### src/rtl/pipe_hazard_ctrl.sv
// Pipeline hazard/forwarding controller for the 5-stage core: shadow scoreboard, stalls, flushes, drain.
// Optional perf counters (stall_cnt, flush_cnt) are built when HAZ_PERF_CNT_EN is defined.
module pipe_hazard_ctrl #(
    parameter int RADDR_W      = 4,
    parameter int LOAD_LAT     = 1,
    parameter int BR_PENALTY   = 2,
    parameter int DRAIN_CYCLES = 3
) (
    input  logic               clk,
    input  logic               rst_n,
    input  logic               id_valid,
    input  logic [RADDR_W-1:0] id_rs,
    input  logic [RADDR_W-1:0] id_rt,
    input  logic               id_rs_used,
    input  logic               id_rt_used,
    input  logic [RADDR_W-1:0] id_rd,
    input  logic               id_wr,
    input  logic               id_is_load,
    input  logic               id_is_hlt,
    input  logic               br_taken,
    input  logic               imem_busy,
    input  logic               dmem_busy,
    output logic               pc_we,
    output logic               ifid_we,
    output logic               ifid_flush,
    output logic               idex_bubble,
    output logic               pipe_freeze,
    output logic [1:0]         fwd_a_sel,
    output logic [1:0]         fwd_b_sel,
    output logic               hlt
`ifdef HAZ_PERF_CNT_EN
    ,
    output logic [15:0]        stall_cnt,
    output logic [15:0]        flush_cnt
`endif
);

    // state   | meaning
    // S_RUN    | normal issue
    // S_LSTALL | extra load-use bubbles still owed (LOAD_LAT > 1)
    // S_DRAIN  | HLT left ID, counting advancing cycles before halting
    // S_HALTED | processor halted until reset
    typedef enum logic [1:0] {S_RUN, S_LSTALL, S_DRAIN, S_HALTED} state_t;

    typedef struct packed {
        logic               valid;
        logic [RADDR_W-1:0] rs;
        logic [RADDR_W-1:0] rt;
        logic [RADDR_W-1:0] rd;
        logic               wr;
        logic               load;
    } slot_t;

    localparam int CNT_W = 8;

    state_t            state_q, state_d;
    logic [CNT_W-1:0]  cnt_q, cnt_d;
    slot_t             ex_q, ex_d, mem_q, mem_d, wb_q, wb_d, id_slot;
    logic              halted, load_use, lstall, br_act;
    logic              mem_fwd_ok, wb_fwd_ok;

    assign halted   = (state_q == S_HALTED);
    assign hlt      = halted;
    assign load_use = id_valid && ex_q.valid && ex_q.load && (ex_q.rd != '0) &&
                      ((id_rs_used && (id_rs == ex_q.rd)) || (id_rt_used && (id_rt == ex_q.rd)));
    assign br_act   = !dmem_busy && !halted && br_taken;
    assign lstall   = !dmem_busy && !halted && !br_taken &&
                      ((state_q == S_LSTALL) || ((state_q == S_RUN) && load_use));

    assign mem_fwd_ok = mem_q.valid && mem_q.wr && (mem_q.rd != '0);
    assign wb_fwd_ok  = wb_q.valid && wb_q.wr && (wb_q.rd != '0);

    always_comb begin
        fwd_a_sel = 2'b00;
        fwd_b_sel = 2'b00;
        if (ex_q.valid) begin
            if (mem_fwd_ok && (mem_q.rd == ex_q.rs))     fwd_a_sel = 2'b01;
            else if (wb_fwd_ok && (wb_q.rd == ex_q.rs))  fwd_a_sel = 2'b10;
            if (mem_fwd_ok && (mem_q.rd == ex_q.rt))     fwd_b_sel = 2'b01;
            else if (wb_fwd_ok && (wb_q.rd == ex_q.rt))  fwd_b_sel = 2'b10;
        end
    end

    always_comb begin
        state_d     = state_q;
        cnt_d       = cnt_q;
        pc_we       = 1'b1;
        ifid_we     = 1'b1;
        ifid_flush  = 1'b0;
        idex_bubble = 1'b0;
        pipe_freeze = 1'b0;
        if (dmem_busy) begin
            pipe_freeze = 1'b1;
            pc_we       = 1'b0;
            ifid_we     = 1'b0;
        end else if (halted) begin
            pc_we   = 1'b0;
            ifid_we = 1'b0;
        end else if (br_act) begin
            // a pending HLT or load-use was on the wrong path
            ifid_flush  = 1'b1;
            idex_bubble = (BR_PENALTY == 2);
            state_d     = S_RUN;
            cnt_d       = '0;
        end else if (lstall) begin
            pc_we       = 1'b0;
            ifid_we     = 1'b0;
            idex_bubble = 1'b1;
            if (state_q == S_LSTALL) begin
                cnt_d = cnt_q - CNT_W'(1);
                if (cnt_q <= CNT_W'(1)) state_d = S_RUN;
            end else if (LOAD_LAT > 1) begin
                state_d = S_LSTALL;
                cnt_d   = CNT_W'(LOAD_LAT - 1);
            end
        end else begin
            if (imem_busy) begin
                pc_we      = 1'b0;
                ifid_flush = 1'b1;
            end
            if (state_q == S_DRAIN) begin
                pc_we      = 1'b0;
                ifid_flush = 1'b1;
                cnt_d      = cnt_q - CNT_W'(1);
                if (cnt_q <= CNT_W'(1)) state_d = S_HALTED;
            end else if (id_valid && id_is_hlt) begin
                pc_we      = 1'b0;
                ifid_flush = 1'b1;
                state_d    = S_DRAIN;
                cnt_d      = CNT_W'(DRAIN_CYCLES);
            end
        end
    end

    always_comb begin
        id_slot.valid = id_valid && !idex_bubble;
        id_slot.rs    = id_rs_used ? id_rs : '0;
        id_slot.rt    = id_rt_used ? id_rt : '0;
        id_slot.rd    = id_rd;
        id_slot.wr    = id_wr;
        id_slot.load  = id_is_load;
        ex_d  = ex_q;
        mem_d = mem_q;
        wb_d  = wb_q;
        if (!pipe_freeze) begin
            ex_d  = id_slot;
            mem_d = ex_q;
            wb_d  = mem_q;
        end
    end

    always_ff @(posedge clk) begin
        if (!rst_n) begin
            state_q <= S_RUN;
            cnt_q   <= '0;
            ex_q    <= '0;
            mem_q   <= '0;
            wb_q    <= '0;
        end else begin
            state_q <= state_d;
            cnt_q   <= cnt_d;
            ex_q    <= ex_d;
            mem_q   <= mem_d;
            wb_q    <= wb_d;
        end
    end

`ifdef HAZ_PERF_CNT_EN
    logic [15:0] stall_cnt_q, stall_cnt_d, flush_cnt_q, flush_cnt_d;

    always_comb begin
        stall_cnt_d = stall_cnt_q;
        flush_cnt_d = flush_cnt_q;
        if (!halted) begin
            if ((lstall || dmem_busy) && (stall_cnt_q != 16'hFFFF)) stall_cnt_d = stall_cnt_q + 16'd1;
            if (br_act && (flush_cnt_q != 16'hFFFF))                flush_cnt_d = flush_cnt_q + 16'd1;
        end
    end

    always_ff @(posedge clk) begin
        if (!rst_n) begin
            stall_cnt_q <= '0;
            flush_cnt_q <= '0;
        end else begin
            stall_cnt_q <= stall_cnt_d;
            flush_cnt_q <= flush_cnt_d;
        end
    end

    assign stall_cnt = stall_cnt_q;
    assign flush_cnt = flush_cnt_q;
`else
`endif

endmodule

### config.mk
export PLATFORM = sky130hd
export DESIGN_NAME = pipe_hazard_ctrl
export DESIGN_NICKNAME = d
export VERILOG_FILES = /design/src/rtl/pipe_hazard_ctrl.sv
export SDC_FILE = /design/constraint.sdc
export NUM_CORES = 1
export LEC_CHECK = 0
export BUFFER_PORTS_ARGS = -buffer_cell sky130_fd_sc_hd__buf_2
export CAP_MARGIN = 20
export CELL_PAD_IN_SITES_DETAIL_PLACEMENT = 2
export CELL_PAD_IN_SITES_GLOBAL_PLACEMENT = 2
export CORE_MARGIN = 10
export CORE_UTILIZATION = 33
export DETAILED_ROUTE_END_ITERATION = 12
export PLACE_DENSITY = 0.84
export RECOVER_POWER = 25
export SYNTH_ARGS = -nofsm -noshare
export SYNTH_HDL_FRONTEND = slang
export SYNTH_SLANG_ARGS = --single-unit
### constraint.sdc
create_clock -name clk -period 2.6 [get_ports clk]
set_input_delay 0.26 -clock clk [delete_from_list [all_inputs] [get_ports clk]]
set_output_delay 0.26 -clock clk [all_outputs]
set_load 0.05 [all_outputs]
## After elaboration in Yosys (flattened, before gate mapping)

Index checks and enable logic that the tools add are counted.

| word-level totals | value |
|---|---|
| register bits | 37 |
| logic and storage cells | 107 |
| bits of input ports | 23 |

| cells by class | value |
|---|---|
| equal/unequal tests | 12 |
| bitwise logic cells | 2 |
| reductions and logical operators | 34 |
| $add $sub $neg | 1 |
| mux-type cells | 43 |
| $lt $le $gt $ge | 1 |

Operator list:

| cell | number |
|---|---|
| 2-to-1 mux 8 bit | 5 |
| 2-to-1 mux 2 bit | 13 |
| equality test 4 bit | 6 |
| 2-to-1 mux 1 bit | 23 |
| logical AND 1 bit | 21 |
| nonzero test 4 bit | 4 |
| <= comparator 8 x 1 -> 1 bit (second input constant) | 1 |
| 2-to-1 mux 4 bit | 2 |
| subtractor 8 x 1 -> 8 bit (second input constant) | 1 |
| != test 3 x 1 -> 1 bit (second input constant) | 2 |
| AND reduction 6 bit | 1 |
| equality test 2 bit (second input constant) | 2 |
| logical NOT 1 bit | 4 |
| AND reduction 4 bit | 1 |
| != test 3 bit (second input constant) | 1 |
| equality test 2 x 1 -> 1 bit (second input constant) | 1 |
| logical NOT 2 bit | 1 |
| logical OR 1 bit | 2 |
| NOT 1 bit | 2 |

## Logic depth before layout (Yosys ltp)

Gate-level depths: netlist of the first run.

| depth | value |
|---|---|
| depth in word-level cells | 13 |
| gate-level depth with buffers | 8 |
| depth with buffers taken out | 8 |

## Worst setup path before layout of the first run

No wires, ideal clock.

| timing path | value |
|---|---|
| path type | register -> output |
| from | register ex_q[5] in the netlist's numbering |
| to | output port pc_we |
| slack | -0.163 ns |
| buffers on the path | 1 |
| data arrival time | 2.503 ns |
| stages on the path, launching flop included | 8 |
| path through | dfxtp_1 -> or4_4 -> nand4_1 -> o22ai_2 -> buf_2 -> nor2_1 -> a21oi_1 -> nor3_1 |

| on the way | value |
|---|---|
| word-level cells in the longest chain between the ends | 11 |
| elaborated cells between the ends (all ways) | 15 |
| classes of those cells | 2 x eq/ne; 4 x mux; 9 x reduce/logical |

RTL lines:

| what | RTL line | RTL |
|---|---|---|
| from (decl) | 58 | `slot_t ex_q, ex_d, mem_q, mem_d, wb_q, wb_d, id_slot;` |
| from (signal assigned) | 156 | `ex_q <= '0;` |
| from (signal assigned) | 162 | `ex_q <= ex_d;` |
| equality test 4 bit | 65 | `((id_rs_used && (id_rs == ex_q.rd)) \|\| (id_rt_used && (id_rt == ex_q.rd)));` |
| logical AND 1 bit | 65 |  |
| logical OR 1 bit | 65 |  |
| logical AND 1 bit * | 64 | `assign load_use = id_valid && ex_q.valid && ex_q.load && (ex_q.rd != '0) &&` |
| logical AND 1 bit * | 68 | `((state_q == S_LSTALL) \|\| ((state_q == S_RUN) && load_use));` |
| logical OR 1 bit * | 68 |  |
| logical AND 1 bit * | 67 | `assign lstall = !dmem_busy && !halted && !br_taken &&` |
| 2-to-1 mux 1 bit * | 105 | `end else if (lstall) begin` |
| 2-to-1 mux 1 bit * | 99 | `end else if (br_act) begin` |
| 2-to-1 mux 1 bit * | 96 | `end else if (halted) begin` |
| 2-to-1 mux 1 bit * | 92 | `if (dmem_busy) begin` |
| to (decl) | 23 | `output logic pc_we,` |

Every way passes the cells marked *; elsewhere a longest branch is shown, timed or not.

## Worst setup path after layout of the first run

Same ends and word-level chain as after synthesis.

==> flow_summary.json, run 1 <==
{
  "status": "finished, final reports clean",
  "path_buf_inv": 1,
  "wirelength_mm": 5.99,
  "crit_type": "flip-flop to output pin",
  "setup_ws_ns": 0.170,
  "initial_utilization_pct": 33.8,
  "p_per_area_nw_per_um2": 581,
  "critPathArrivalTime_ns": 2.17,
  "synth_edf_count": 0,
  "startpoint_type": "flip-flop",
  "r2r_start": "ex_q[5]",
  "synthCells": 238,
  "num_rows": 28,
  "firstDrtPassIters": 4,
  "slew_headroom_pct": 28.6,
  "fin_crit_sh_pct": 93.5,
  "cts_buffers": 5,
  "crit_chain": "or4_4 > nand4_1 > o22ai_4 > nor2_1 > a21oi_1 > nor3_2 > clkbuf_4",
  "grt_pass1_vias": 1988,
  "worst_r2r_endpoint": "cnt_q[4]",
  "path_max_fanout": 14,
  "die_y_um": 97.6,
  "cts.hold.buffers_added": 0,
  "htree_levels": 2,
  "dieWidth_um": 97.6,
  "synth-seq-cells": 37,
  "cp-end-kind": "output pin",
  "tightest_slew_ns": 1.07,
  "hp-class": "input pin to flip-flop",
  "r2r_cells": 6,
  "maxCapViolations": 0,
  "avgRoutedWirePerCell_um": 17.4,
  "multiInputGateArea_um2": 1200,
  "synth_area_per_cell_um2": 8.36,
  "vias_per_cell": 5.24,
  "path_delay_family": "simple AND/OR/NAND/NOR gates",
  "met3_usage_pct": 3.13,
  "leakage_nw": 0.925,
  "synth_ff_type": "dfxtp_1",
  "area_growth_pct": 16.6,
  "worstSetupStartpoint": "ex_q[5]",
  "syn_area_um2": 1990,
  "timing.final.crit_period_ns": 2.43,
  "cts-resized-gates": 0,
  "hold_viol": 0,
  "cpPeakStageDelay_ns": 0.55,
  "setup_tns_ns": 0,
  "grt_use_met1_pct": 15.6,
  "place_congestion": 0.804,
  "io_pins": 33,
  "seq_area_um2": 741,
  "synth_cell_types": 35,
  "ir_drop_mv": 0.191,
  "max_freq_ghz": 0.411,
  "drive_gt1_share_pct": 18.2,
  "postSynth.asyncResetShare_pct": 0,
  "grt-busiest-layer": "met2",
  "ff2ff_setup_slack_ns": 0.41,
  "path_clk_slew_ns": 0.08,
  "vias": 1801,
  "setup-violations-final": 0,
  "ant_nets": 0,
  "yosysWarnings": 0,
  "finClkSkew_ns": 0.00592,
  "cp-endpoint": "pc_we",
  "critical_path_depth": 7,
  "dp_slack_ns": 0.336,
  "yosysSeqAreaShare_pct": 37.2,
  "core_um2": 5890,
  "track_usage_pct": 12.5,
  "clockBufferDepth": 2,
  "cts_tree": "done",
  "cts_root_buf": "clkbuf_8",
  "grt-ovfl-total": 0,
  "grt.met2_usage_pct": 20.4,
  "hpwl_mm": 4.50,
  "drcViolationCount": 0,
  "fin_nets": 293,
  "fillers": 682,
  "grt_antenna_before_repair": 0,
  "cp.required_ns": 2.34,
  "clk_latency_ns": 0.29,
  "io_buffers": 32,
  "diodes": 0,
  "grt_pass1_wl_mm": 10.1,
  "slew_viol_final": 0,
  "clock_sinks": 37,
  "grt_max_degree": 41,
  "crit_slowest_cell": "or4_4",
  "die_area_um2": 9530,
  "cts_setup_buffers": 0,
  "drtIter0Drc": 41,
  "rsz0062_at_grt": "false",
  "synthesis.nets": 263
}
cells by family after synthesis:
| family | share of synthesized area [%] |
|---|---|
| simple gates | 23.7 |
| fa+ha+maj | 1.26 |
| flops | 37.2 |
| xor+xnor | 13.2 |
| compound gates | 12.3 |
| mux | 9.06 |
| buf+inv | 3.27 |
worst min-delay path by stage:
stage | from | endpoint | slack, ns | cells past startpoint
after detailed placement | cnt_q[1] | cnt_q[1] | 0.48 | 2
after global placement | cnt_q[1] | cnt_q[1] | 0.47 | 2
after CTS | id_rd[2] | ex_q[4] | 0.20 | 3
final | id_rd[2] | ex_q[4] | 0.20 | 3
after global routing | id_rd[2] | ex_q[4] | 0.22 | 3
after floorplan | rst_n | state_q[1] | 0.40 | 2
Yosys cell counts (2+ instances only):
library cell | n | area (um^2)
nand3b_1 | 2 | 15.0
a211oi_1 | 2 | 15.0
o21a_1 | 2 | 15.0
nand2_1 | 12 | 45.0
a21oi_1 | 18 | 90.1
nand3_1 | 6 | 30.0
nor2b_1 | 2 | 12.5
nor3_1 | 7 | 35.0
clkbuf_1 | 11 | 41.3
nand4_1 | 7 | 43.8
a211o_1 | 2 | 17.5
o31a_1 | 2 | 17.5
nor4_1 | 2 | 12.5
o21ai_0 | 2 | 10.0
nor2_1 | 51 | 191
mux2i_1 | 18 | 180
dfxtp_1 | 37 | 741
and2_1 | 4 | 25.0
ha_1 | 2 | 25.0
or4_1 | 3 | 22.5
inv_1 | 3 | 11.3
xnor2_1 | 30 | 263
tightest hold or removal path, cell delays in order:
cell and delay, ns:
buf_2 0.08, mux2i_1 0.06, nor2_1 0.07
stage by stage:
stage                     instance area, um^2  util, %  hold WS [ns]  power (mW)  instances
after floorplan                          1990        -         0.398       0.854        238
after global placement                   2220     37.8         0.472       0.927        336
after detailed placement                 2220     37.8         0.481       0.941        336
after CTS                                2310     39.3         0.202        1.36        344
after global routing                     2320     39.4         0.221        1.42        344
final                                    2320     39.4         0.204        1.35        344
area by class of cell:
type,instances,share of cell area (%)
Multi-Input combinational cell,185,51.6
Sequential cell,37,31.9
Timing Repair Buffer,36,8.09
Tap cell,75,4.05
Clock buffer,5,2.97
Clock inverter,3,0.917
Inverter,3,0.485
layer usage:
| layer | part of all wire, % | wire [um] |
|---|---|---|
| met2 | 48 | 2880 |
| met3 | 4.1 | 247 |
| met1 | 46 | 2770 |
| met4 | 1.6 | 93 |
| met5 | 0 | 0 |
placed cells by master, fill, tap and decap left out, drive strengths merged, types with 2 or more instances in the layout:
cell	netlist	layout
buf	2	32
nor4	2	2
a211oi	2	2
clkbuf	11	9
o31a	2	2
or4	4	4
dfxtp	37	37
inv	3	4
nand4	7	7
nand3b	2	2
nor2b	2	2
o21a	2	2
and2	4	4
xnor2	30	30
mux2i	18	18
a211o	2	2
nor2	51	51
a21oi	19	19
o21ai	2	2
nor3	7	7
nand2	12	12
ha	2	2
nand3	6	6
registers in the layout, summed over array words and instances (netlist names):
signal,flops
ex_q,15
state_q,2
mem_q,6
wb_q,6
cnt_q,8
where the power goes:
group	switching [mW]	internal [mW]	leakage (nW)
sequential	0.0373	0.598	0.302
combinational	0.170	0.125	0.579
clock	0.227	0.190	0.0445
total	0.434	0.914	0.925
(Power assumes the default switching activity.)
==> run 2: changes to the inputs <==
CORE_UTILIZATION = 35   (was 33)
PLACE_DENSITY = 0.88   (was 0.84)
clock period = 3.1 ns   (was 2.6 ns; I/O delays follow)
==> flow_summary.json, run 2 (synthesis gave the netlist of run 1 again) <==
{
  "status": "finished, final reports clean",
  "p_total_mw": 1.21,
  "die_area_um2": 9100,
  "rsz0062_at_grt": "false",
  "fillers": 640,
  "r2r_start": "ex_q[5]",
  "setup-violations-final": 0,
  "critPathArrivalTime_ns": 2.31,
  "hold_viol": 0,
  "startpoint_type": "flip-flop",
  "clock_sinks": 37,
  "slew_headroom_pct": 23.9,
  "num_rows": 27,
  "core_um2": 5510,
  "vias_per_cell": 5.28,
  "finClkSkew_ns": 0.0119,
  "leakage_nw": 0.928,
  "hpwl_mm": 4.50,
  "cts_tree": "done",
  "clk_latency_ns": 0.30,
  "grt_pass1_vias": 1967,
  "avgRoutedWirePerCell_um": 18.2,
  "cts-resized-gates": 0,
  "diodes": 0,
  "path_max_fanout": 14,
  "max_freq_ghz": 0.382,
  "htree_levels": 2,
  "grt-ovfl-total": 0,
  "cts_setup_buffers": 0,
  "p_per_area_nw_per_um2": 524,
  "hp-class": "input pin to flip-flop",
  "drive_gt1_share_pct": 17.2,
  "vias": 1789,
  "io_buffers": 32,
  "r2r_cells": 6,
  "cp-end-kind": "output pin",
  "track_usage_pct": 14.2,
  "grt_pass1_wl_mm": 10.2,
  "maxCapViolations": 0,
  "path_clk_slew_ns": 0.09,
  "slew_viol_final": 0,
  "cts_root_buf": "clkbuf_8",
  "timing.final.crit_period_ns": 2.62,
  "seq_area_um2": 741,
  "cp.required_ns": 2.79,
  "fin_crit_sh_pct": 84.4,
  "fin_nets": 291,
  "initial_utilization_pct": 36.1,
  "ir_drop_mv": 0.169,
  "grt_max_degree": 44,
  "largest_reg_flops": 15,
  "reg_top3": "ex_q: 15 flops, cnt_q: 8 flops",
  "hold_depth": 3,
  "ff2ff_setup_slack_ns": 0.82,
  "io_pins": 33,
  "ant_nets": 0,
  "clockBufferDepth": 2,
  "multiInputGateArea_um2": 1180,
  "tightest_slew_ns": 1.14,
  "drtIter0Drc": 60,
  "min_from": "id_wr",
  "hold-path-endpoint": "ex_q[1]",
  "dieWidth_um": 95.4,
  "cts_buffers": 5,
  "wirelength_mm": 6.19,
  "cts.hold.buffers_added": 0,
  "placed_cell_area_um2": 2200,
  "worst_r2r_endpoint": "cnt_q[5]",
  "most-common-layout-cells": "51 x nor2_1, 37 x dfxtp_1, 31 x buf_2",
  "top_register": "ex_q",
  "firstDrtPassIters": 4,
  "setup_tns_ns": 0,
  "crit_type": "flip-flop to output pin",
  "die_y_um": 95.4,
  "drcViolationCount": 0,
  "final_common_cell": "nor2_1",
  "place_congestion": 0.757,
  "grt_antenna_before_repair": 0,
  "area_growth_pct": 16.0,
  "design_area_um2": 2310
}
run 2: worst max-delay path, cell delays in order (launching register included):
cell,delay [ns]
dfxtp_1,0.41
and4b_1,0.35
nand4_1,0.12
o22ai_2,0.53
nor2_1,0.12
a21oi_1,0.17
nor3_1,0.06
buf_2,0.26
run 2: worst max-delay path by stage:
stage,startpoint,to,slack (ns),depth (start not counted)
floorplan,ex_q[5],pc_we,0.29,7
global placement,ex_q[5],pc_we,0.91,7
detailed placement,ex_q[5],pc_we,0.85,7
CTS,ex_q[5],pc_we,0.48,7
global route,state_q[1],pc_we,0.28,7
finish,state_q[1],pc_we,0.48,7
run 2: power breakdown:
part	internal (mW)	switching, mW	leakage [nW]
clock network	0.242	0.189	0.0554
logic	0.102	0.140	0.570
registers	0.502	0.0347	0.302
total	0.845	0.364	0.928
run 2: final cells by class:
class	instances	area share, %
Sequential cell	37	32.1
Timing Repair Buffer	34	7.43
Inverter	3	0.488
Multi-Input combinational cell	185	51.3
Clock buffer	6	3.14
Tap cell	72	3.90
Clock inverter	2	1.68
run 2: routing by layer:
layer	track usage, %	wire length, um
met1	18.0	2890
met5	0	0
met2	23.2	3000
met3	3.53	215
met4	4.55	83
run 2: through the flow:
stage | setup slack (ns) | instances | utilization, % | hold slack (ns)
2_1_floorplan | 0.287 | 238 | - | 0.448
3_3_place_gp | 0.910 | 331 | 40.0 | 0.467
3_5_place_dp | 0.852 | 331 | 40.0 | 0.480
4_1_cts | 0.478 | 339 | 42.0 | 0.247
5_1_grt | 0.280 | 339 | 41.9 | 0.269
6_report | 0.484 | 339 | 41.9 | 0.247
==> run 3: changes to the inputs <==
CORE_UTILIZATION = 30   (was 35)
PLACE_DENSITY = 0.8   (was 0.88)
clock period = 2.4 ns   (was 3.1 ns; I/O delays follow)
==> flow_summary.json, run 3 (synthesis gave the netlist of run 1 again) <==
{
  "most-common-layout-cells": "51 x nor2_1, 35 x dfxtp_1, 30 x xnor2_1",
  "clockBufferDepth": 2,
  "fin_crit_sh_pct": 96.4,
  "io_buffers": 32,
  "worst_r2r_endpoint": "cnt_q[7]",
  "cp-end-kind": "output pin",
  "hold_viol": 0,
  "placed_cell_area_um2": 2230,
  "die_area_um2": 10300,
  "fin_nets": 296,
  "slew_headroom_pct": 37.4,
  "ant_nets": 0,
  "dieWidth_um": 101,
  "num_rows": 29,
  "fillers": 734,
  "ir_drop_mv": 0.204,
  "grt-ovfl-total": 0,
  "largest_reg_flops": 15,
  "tightest_slew_ns": 0.939,
  "cts.hold.buffers_added": 0,
  "cts_buffers": 5,
  "wirelength_mm": 6.06,
  "grt_pass1_wl_mm": 10.2,
  "area_growth_pct": 19.9,
  "final_common_cell": "nor2_1",
  "grt_max_degree": 38,
  "core_um2": 6390,
  "cp.required_ns": 2.16,
  "grt_pass1_vias": 2028,
  "hp-class": "input pin to flip-flop",
  "critPathArrivalTime_ns": 2.07,
  "p_total_mw": 1.58,
  "die_y_um": 101,
  "hold_slack_ns": 0.177,
  "startpoint_type": "flip-flop",
  "clock_sinks": 37,
  "crit_type": "flip-flop to output pin",
  "firstDrtPassIters": 4,
  "track_usage_pct": 12.1,
  "multiInputGateArea_um2": 1200,
  "seq_area_um2": 743,
  "hpwl_mm": 4.57,
  "design_area_um2": 2380,
  "path_max_fanout": 10,
  "diodes": 0,
  "setup_tns_ns": 0,
  "cts_tree": "done",
  "finClkSkew_ns": 0.0102,
  "r2r_cells": 6,
  "io_pins": 33,
  "setup-violations-final": 0,
  "path_clk_slew_ns": 0.08,
  "cts_root_buf": "clkbuf_8",
  "vias_per_cell": 5.18,
  "drive_gt1_share_pct": 20.6,
  "min_from": "id_rd[2]",
  "avgRoutedWirePerCell_um": 17.4,
  "max_freq_ghz": 0.432,
  "top_register": "ex_q",
  "slew_viol_final": 0,
  "status": "finished, final reports clean",
  "hold_depth": 3,
  "reg_top3": "ex_q: 15 flops, cnt_q: 8 flops",
  "fin_util_pct": 37.3,
  "leakage_nw": 0.959,
  "p_per_area_nw_per_um2": 661,
  "hold-path-endpoint": "ex_q[4]",
  "r2r_start": "ex_q[5]",
  "maxCapViolations": 0,
  "vias": 1808,
  "initial_utilization_pct": 31.2,
  "timing.final.crit_period_ns": 2.31,
  "clk_latency_ns": 0.30,
  "grt_antenna_before_repair": 0,
  "ff2ff_setup_slack_ns": 0.27,
  "drtIter0Drc": 48,
  "place_congestion": 0.760,
  "drcViolationCount": 0,
  "htree_levels": 2
}
-- run 3: cell types whose count changed in the layout (fill, tap and decap cells not counted), sizes merged --
cell      change
buf           +5
clkbuf        -1
clkinvlp      +1
-- run 3: final cells by class --
class	count	area share, %
multi-input combinational	185	50.4
inverter	3	0.472
tap	77	4.04
clock buffer	5	2.89
sequential	37	31.2
timing repair buffer	39	9.13
clock inverter	3	1.94
-- run 3: metrics by stage --
step,setup slack (ns),instances
global placement,0.251,339
detailed placement,0.185,339
finish,0.0866,349
floorplan,0.0668,238
global route,-0.0160,349
CTS,0.00763,347
-- run 3: per-layer routing --
layer  share of wire, %  up-vias  routed length, um  GRT usage, %
met4                1.5        0                 90          3.86
li1                   -      884                  -             -
met5                  0        -                  0             0
met3                3.7        7                224          3.00
met2                 49       30               2960          20.1
met1                 46      887               2790          14.9
-- run 3: timing repair --
action                                  4_1_cts  5_1_grt
pin swaps                                     0        1
resized for setup                             3        4
hold endpoints to repair                      0        0
buffers inserted                              0        2
endpoints found under the setup margin        4        4
-- run 3: worst max path at each step --
stage | startpoint | end | depth (start not counted)
6_report | ex_q[5] | pc_we | 7
5_1_grt | ex_q[5] | pc_we | 7
4_1_cts | ex_q[5] | pc_we | 7
3_5_place_dp | ex_q[5] | cnt_q[7] | 6
3_3_place_gp | ex_q[5] | cnt_q[6] | 6
2_1_floorplan | mem_q[5] | fwd_a_sel[1] | 4
-- run 3: where the power goes --
part	internal [mW]	switching (mW)
sequential	0.648	0.0386
combinational	0.140	0.188
clock	0.311	0.250
-- run 3: critical path, cell delays in order (launching register included) --
cell	delay, ns
dfxtp_2	0.36
or4_4	0.54
nand4_1	0.17
o22ai_4	0.14
nor2_1	0.15
a21oi_1	0.10
nor3_2	0.13
buf_6	0.18
